`src/rtl/calendar_ctrl.sv`:
```
// calendar_ctrl: date registers advanced by midnight ticks and edited from the
// push button with auto-repeat, including days-in-month and leap-year handling.
module calendar_ctrl #(
    parameter int unsigned REPEAT_DELAY  = 50_000_000,
    parameter int unsigned REPEAT_PERIOD = 12_500_000
) (
    input  logic       clk,
    input  logic       reset,
    input  logic       day_tick,
    input  logic       calenderon,
    input  logic       yset,
    input  logic       monset,
    input  logic       dset,
    input  logic       wset,
    input  logic       up,
    output logic [6:0] year,
    output logic [3:0] month,
    output logic [4:0] day,
    output logic [2:0] weekday,
    output logic       busy,
    output logic       edit_pulse
);
    typedef enum logic [2:0] {IDLE, ADV_DAY, ADV_MON, ADV_YEAR, CLAMP} state_t;

    state_t      r_state, w_next;
    logic        r_up, r_pend;
    logic [31:0] r_cnt, w_cnt_inc;
    logic        w_rise, w_event, w_edit, w_tick, w_wrap;
    logic [4:0]  w_dim;

    function automatic logic [4:0] dim(input logic [3:0] m, input logic [6:0] y);
        return (m == 4'd2) ? ((y[1:0] == 2'd0) ? 5'd29 : 5'd28) :
               (m == 4'd4 || m == 4'd6 || m == 4'd9 || m == 4'd11) ? 5'd30 : 5'd31;
    endfunction

    assign w_dim     = dim(month, year);
    assign w_cnt_inc = r_cnt + 32'd1;
    // the counter folds back to REPEAT_DELAY so each period ends on the same compare
    assign w_wrap    = w_cnt_inc == REPEAT_DELAY + REPEAT_PERIOD;
    assign w_rise    = up & ~r_up;
    assign w_event   = w_rise | (up & r_up & (w_cnt_inc == REPEAT_DELAY || w_wrap));
    assign w_edit    = (r_state == IDLE) & ~calenderon & $onehot({yset, monset, dset, wset}) & w_event;
    assign w_tick    = day_tick | r_pend;

    always_comb begin
        w_next = r_state;
        case (r_state)
            IDLE:    w_next = (w_tick && calenderon) ? ADV_DAY :
                              (w_edit && (yset || monset)) ? CLAMP : IDLE;
            ADV_DAY: w_next = (day == w_dim) ? ADV_MON : IDLE;
            ADV_MON: w_next = (month == 4'd12) ? ADV_YEAR : IDLE;
            default: w_next = IDLE;
        endcase
    end

    always_ff @(posedge clk or negedge reset) begin
        if (!reset) r_state <= IDLE;
        else        r_state <= w_next;
    end

    always_ff @(posedge clk or negedge reset) begin
        if (!reset) begin
            year       <= 7'd24;
            month      <= 4'd1;
            day        <= 5'd1;
            weekday    <= 3'd1;
            busy       <= 1'b0;
            edit_pulse <= 1'b0;
            r_up       <= 1'b0;
            r_pend     <= 1'b0;
            r_cnt      <= '0;
        end else begin
            r_up       <= up;
            r_cnt      <= (!up || w_rise) ? '0 : w_wrap ? REPEAT_DELAY : w_cnt_inc;
            edit_pulse <= w_edit;
            busy       <= w_next inside {ADV_DAY, ADV_MON, ADV_YEAR};
            r_pend     <= (r_state == IDLE) ? 1'b0 : (r_pend | day_tick);
            case (r_state)
                IDLE: if (w_edit) begin
                    if (yset)   year    <= (year == 7'd99) ? 7'd0 : year + 7'd1;
                    if (monset) month   <= (month == 4'd12) ? 4'd1 : month + 4'd1;
                    if (dset)   day     <= (day >= w_dim) ? 5'd1 : day + 5'd1;
                    if (wset)   weekday <= (weekday == 3'd6) ? 3'd0 : weekday + 3'd1;
                end
                ADV_DAY: begin
                    weekday <= (weekday == 3'd6) ? 3'd0 : weekday + 3'd1;
                    day     <= (day == w_dim) ? 5'd1 : day + 5'd1;
                end
                ADV_MON:  month <= (month == 4'd12) ? 4'd1 : month + 4'd1;
                ADV_YEAR: year  <= (year == 7'd99) ? 7'd0 : year + 7'd1;
                CLAMP:    if (day > w_dim) day <= w_dim;
            endcase
        end
    end
endmodule

```
`config.mk`:
```
export PLATFORM = sky130hd
export DESIGN_NAME = calendar_ctrl
export DESIGN_NICKNAME = d
export VERILOG_FILES = /design/src/rtl/calendar_ctrl.sv
export SDC_FILE = /design/constraint.sdc
export NUM_CORES = 1
export LEC_CHECK = 0
export CAP_MARGIN = 20
export CORE_UTILIZATION = 32
export CTS_CLUSTER_SIZE = 24
export DETAILED_ROUTE_END_ITERATION = 16
export GPL_TIMING_DRIVEN = 0
export PLACE_DENSITY_LB_ADDON = 0.25
export SLEW_MARGIN = 10
export SYNTH_ARGS = -nofsm -noshare
export SYNTH_HDL_FRONTEND = slang
export SYNTH_SLANG_ARGS = --single-unit
```
`constraint.sdc`:
```
create_clock -name clk -period 4.45 [get_ports clk]
set_clock_uncertainty 0.15 [all_clocks]
set_input_delay 0.89 -clock clk [delete_from_list [all_inputs] [get_ports clk]]
set_output_delay 0.89 -clock clk [all_outputs]
set_load 0.05 [all_outputs]
```
Word-level counts from Yosys, hierarchy flattened

Cells that the tools add are included.

Bitwise gates (word level): 10
Reduce and logical (&&, ||, !) cells: 20
$add $sub $neg: 8
Equality and inequality tests: 25
Order comparisons: 2
Mux-type cells: 29

Operators by type and width:

| cell                                                  | count |
|---|---|
| equality test 32 x 26 -> 1 bit, second input constant | 2 |
| two-way mux 32 bit                                    | 2 |
| adder 32 x 1 -> 32 bit, second input constant         | 1 |
| two-way mux 5 bit                                     | 5 |
| two-way mux 7 bit                                     | 3 |
| two-way mux 3 bit                                     | 5 |
| one-hot mux 5 bit (3 select lines)                    | 1 |
| one-hot mux 7 bit (2 select lines)                    | 1 |
| equality test 3 x 2 -> 1 bit, second input constant   | 4 |
| equality test 4 bit, second input constant            | 3 |
| two-way mux 4 bit                                     | 3 |
| != test 2 bit, second input constant                  | 6 |
| equality test 3 x 1 -> 1 bit, second input constant   | 3 |
| one-hot mux 3 bit (3 select lines)                    | 1 |
| AND reduction 3 bit                                   | 3 |
| equality test 4 x 3 -> 1 bit, second input constant   | 2 |
| one-hot mux 4 bit (2 select lines)                    | 1 |
| adder 7 x 1 -> 7 bit, second input constant           | 1 |
| equality test 7 bit, second input constant            | 1 |
| bitwise AND 1 bit                                     | 6 |
| equality test 3 bit, second input constant            | 2 |
| logical OR 1 bit                                      | 6 |
| two-way mux 2 bit                                     | 3 |
| one-hot mux 3 bit (2 select lines)                    | 1 |
| 19 further kinds                                      | 28 |

Register bits: 58
Bits of input ports: 9

Logic depth before layout (Yosys ltp)

Depth in word-level cells: 12
Depth in mapped cells: 13

Worst setup path after synthesis

OpenSTA, ideal clock, no wires.

Path kind: input to register
Start point: input yset
End point: register year[2]
Arrival time: 3.389 ns
Data required time: 4.175 ns
Stages: 12
Setup slack: 0.786 ns
Cell sequence: inv_1 fa_1 inv_1 ha_1 ha_1 nor4b_1 nand2_1 nor3_1 o2111ai_1 a21oi_4 nand2_2 mux2_4

Cells in the longest elaborated chain, start to end: 7
Elaborated cells on any way between the ends: 8

RTL lines:

| element                                    | line | RTL |
|---|---|---|
| from (decl)                                | 11   | `input logic yset,` |
| adder 1 x 1 -> 2 bit (not written as such) | 42   | `assign w_edit = (r_state == IDLE) & ~calenderon & $onehot({yset, monset, dset, wset}) & w_event;` |
| adder 2 x 2 -> 3 bit (not written as such) | 42   |  |
| equality test 3 x 1 -> 1 bit               | 42   |  |
| bitwise AND 1 bit (2 in a row)             | 42   |  |
| != test 2 bit (no source line)             | -    |  |
| AND reduction 3 bit (no source line) *     | -    |  |
| to (signal assigned)                       | 80   | `if (yset) year <= (year == 7'd99) ? 7'd0 : year + 7'd1;` |
| to (signal assigned)                       | 90   | `ADV_YEAR: year <= (year == 7'd99) ? 7'd0 : year + 7'd1;` |
| to (decl)                                  | 16   | `output logic [6:0] year,` |

Every way passes the cells marked *; elsewhere a longest branch is shown, timed or not.
A chain may end at the register's enable or synchronous reset.

Final worst setup path

Start point: input monset
End point: register year[6]

Cells in the longest elaborated chain, start to end: 7

RTL lines:

| element                                    | line | RTL |
|---|---|---|
| from (decl)                                | 12   | `input logic monset,` |
| adder 1 x 1 -> 2 bit (not written as such) | 42   |  |
| adder 2 x 2 -> 3 bit (not written as such) | 42   |  |
| equality test 3 x 1 -> 1 bit               | 42   |  |
| bitwise AND 1 bit (2 in a row)             | 42   |  |
| != test 2 bit (no source line)             | -    |  |
| AND reduction 3 bit (no source line)       | -    |  |

No other way between the ends.

==> flow_summary.ini <==
[status]
status = finished clean

[job]
max-cap-violations = 0

[pwr]
ir_drop_v = 0.0004332
p_leak_nw = 1.846
p_total_mw = 2.089
power_density_nw_per_um2 = 458.4

[logic_synthesis]
synth_compound_area_frac = 0.1613
synth-simple-area-share = 0.2900
synthAdderAreaFrac = 0.04806
syn_area_sq_um = 3801
synth.area.mux_share = 0.01514
ys_warn_count = 0
synth_top_family_by_area = simple AND/OR/NAND/NOR gates
ys_types = 68
ys_seq_area_frac = 0.3835
synth-xor-area-share = 0.06221
ys_seq_elements = 58
ys.flop_type = dfrtp_1
synth-edff-count = 0
ys_async_sr_fraction = 1.000
synth_nets = 445
syn_avg_cell_area_sq_um = 9.007
syn_inst = 422

[drt]
route.met2.wl_um = 4433
wire_per_inst_um = 15.32
drt_wl_total_um = 9343
drt_first_pass_iters = 4
drt-initial-drc-count = 130
dr_wl_met3_um = 327
viasPerCell = 5.390
vias = 3288
drt-met1-wl_um = 4430
routed.top_layer = met4
drc = 0
ant_nets = 0

[finish]
stdcell_area_sq_um = 4558
stdcell_count = 610
nets = 485
syn_to_final_growth_pct = 19.91
layout-drive-gt1-share = 0.1071
nFillCells = 1166
post-route-util = 0.3958
antennaDiodeCount = 0

[clocking]
clock_latency_ps = 330
htree_num_levels = 3
numCtsBuffers = 9
clkSlewWorstSetupHoldPaths_ps = 50
clk_path_buf_depth = 2
post_cts_buffers = 0
ctsResizeCount = 0
cts_sinks = 58
root_buffer = clkbuf_16
cts_tree = done
cts_hold_buf = 0

[timing]
relSlewSlack = 0.4306
drv_slew = 0
whs_ps = 365.0
setup_viol = 0
fin_crit_sh = 0.9355
tightest_slew_ps = 846.4
post-route-min-period_ps = 4163
rsz0062_at_grt = false
fmax_mhz = 240.2
hold_viol = 0

[grt]
grt_start_max_net_pins = 59
grt_pass1_wl_um = 16150
antenna_found_initial = 0
grt_usage = 0.1662
overflow = 0
grt_pass1_vias = 3222

[worst_setup_path]
start_kind = input pin
slowest_delay_ps = 520
cp_data_arrival_time_ps = 4230
cp_slowest_cell = clkdlybuf4s50_1
crit_buf_inv = 3
crit_required_ps = 4520
cp_max_fo = 10
end_kind = flip-flop
cp_top_family = adder cells
path_class = in2reg
crit_path_cell_trace = clkdlybuf4s50_1, inv_1, fa_1, inv_1, ha_1, ha_1, nor4b_1, nand2_1, nor3_1, o2111ai_1, a21oi_4, nand2_2, o31a_1

[floorplan]
start_util = 0.3301
fp.dieH_um = 111.0
core_sq_um = 11520
die_width_um = 111.0
rows = 39
io_pins = 30
dieArea_sq_um = 12320

[min_path]
holdCritPathClass = reg2reg

[place]
dp.final_hpwl_um = 6614
dpl.cell_count = 594
gp_congestion = 0.8191
placed_area_sq_um = 4268
numPortBuffers = 29
==> metrics by stage <==
| step | setup slack (ps) | TNS, ps |
|---|---|---|
| final | 287.0 | 0 |
| after global routing | 0.3828 | 0 |
| after CTS | 261.3 | 0 |
| after detailed placement | -103.9 | -197.1 |
| after global placement | -70.64 | -137.4 |
| after floorplan | 786.2 | 0 |
==> worst reg2reg max path: cells and delay by family (launching register included) <==
| family | cells | cell delay [ps] |
|---|---|---|
| adders and majority gates | 1 | 300 |
| and+or+nand+nor | 7 | 2330 |
| DFF | 1 | 420 |
| AOI/OAI and AO/OA | 2 | 350 |
| buffers and inverters | 1 | 360 |
==> worst paths after layout <==
| check | start | end | slack (ps) | cells after the start |
|---|---|---|---|---|
| min | year[4]$_DFFE_PN1P_ | year[4]$_DFFE_PN1P_ | 370 | 1 |
| min in group asynchronous | reset | r_cnt[3]$_DFF_PN0_ | 490 | 1 |
| max reg2reg | r_cnt[0]$_DFF_PN0_ | r_cnt[30]$_DFF_PN0_ | 410 | 11 |
| max in group asynchronous | reset | day[4]$_DFFE_PN0P_ | 3170 | 1 |
| max | monset | year[6]$_DFFE_PN0P_ | 290 | 13 |
| min reg2reg | year[4]$_DFFE_PN1P_ | year[4]$_DFFE_PN1P_ | 370 | 1 |
==> flip-flops by register name, indices dropped and copies added (netlist names) <==
register    cells
weekday         3
r_cnt          32
busy            1
month           4
r_up            1
r_state         3
year            7
edit_pulse      1
r_pend          1
day             5
==> power breakdown <==
part	internal (mW)	leakage, nW	switching (mW)
clock network	0.447	0.144	0.241
logic	0.249	0.941	0.436
registers	0.612	0.762	0.106
==> cell usage after synthesis (all sizes together), types with 4 or more instances <==
master,instances,share of area
dfrtp,53,0.35
nor2,45,0.044
nand2,31,0.031
o21ai,27,0.036
inv,24,0.024
a21oi,21,0.032
nand3,18,0.028
nor3,15,0.020
nor4,15,0.032
xnor2,15,0.035
ha,13,0.043
nand4,13,0.029
xor2,12,0.028
and3,10,0.016
or4,8,0.017
clkbuf,7,0.0069
and4,6,0.014
buf,6,0.0092
a211oi,5,0.011
dfstp,5,0.035
o211ai,5,0.011
or2,5,0.0082
nor2b,4,0.0066
nor4b,4,0.0092
o31a,4,0.0092
==> routing by layer <==
metal,GRT usage,up-vias
li1,-,1633
met1,0.2128,1577
met2,0.2704,66
met3,0.03882,12
met4,0.06575,0
met5,0,-
==> placed cells by master (no fill, tap or decap), drive strengths merged, types with 18 or more instances in the layout <==
master,instances
a21oi,21
clkdlybuf4s50,28
clkbuf,20
nand3,18
nand2,31
dfrtp,53
nor2,45
inv,24
o21ai,27
==> final cells by class <==
class                           count  area [sq um]  area share
Buffer                             13         61.31     0.01345
Clock inverter                      3         40.04    0.008784
Timing Repair Buffer               29         287.8     0.06313
Clock buffer                       13         250.2     0.05490
Multi-Input combinational cell    327          2192      0.4809
Tap cell                          143         178.9     0.03925
Sequential cell                    58          1458      0.3198
Inverter                           24         90.09     0.01976
==> cells by family after synthesis <==
logic type / Yosys count
compound gates: 90
xor+xnor: 27
fa+ha+maj: 14
buf+inv: 37
flops: 58
mux: 5
simple gates: 191
Power figures use the tool's default switching activity.
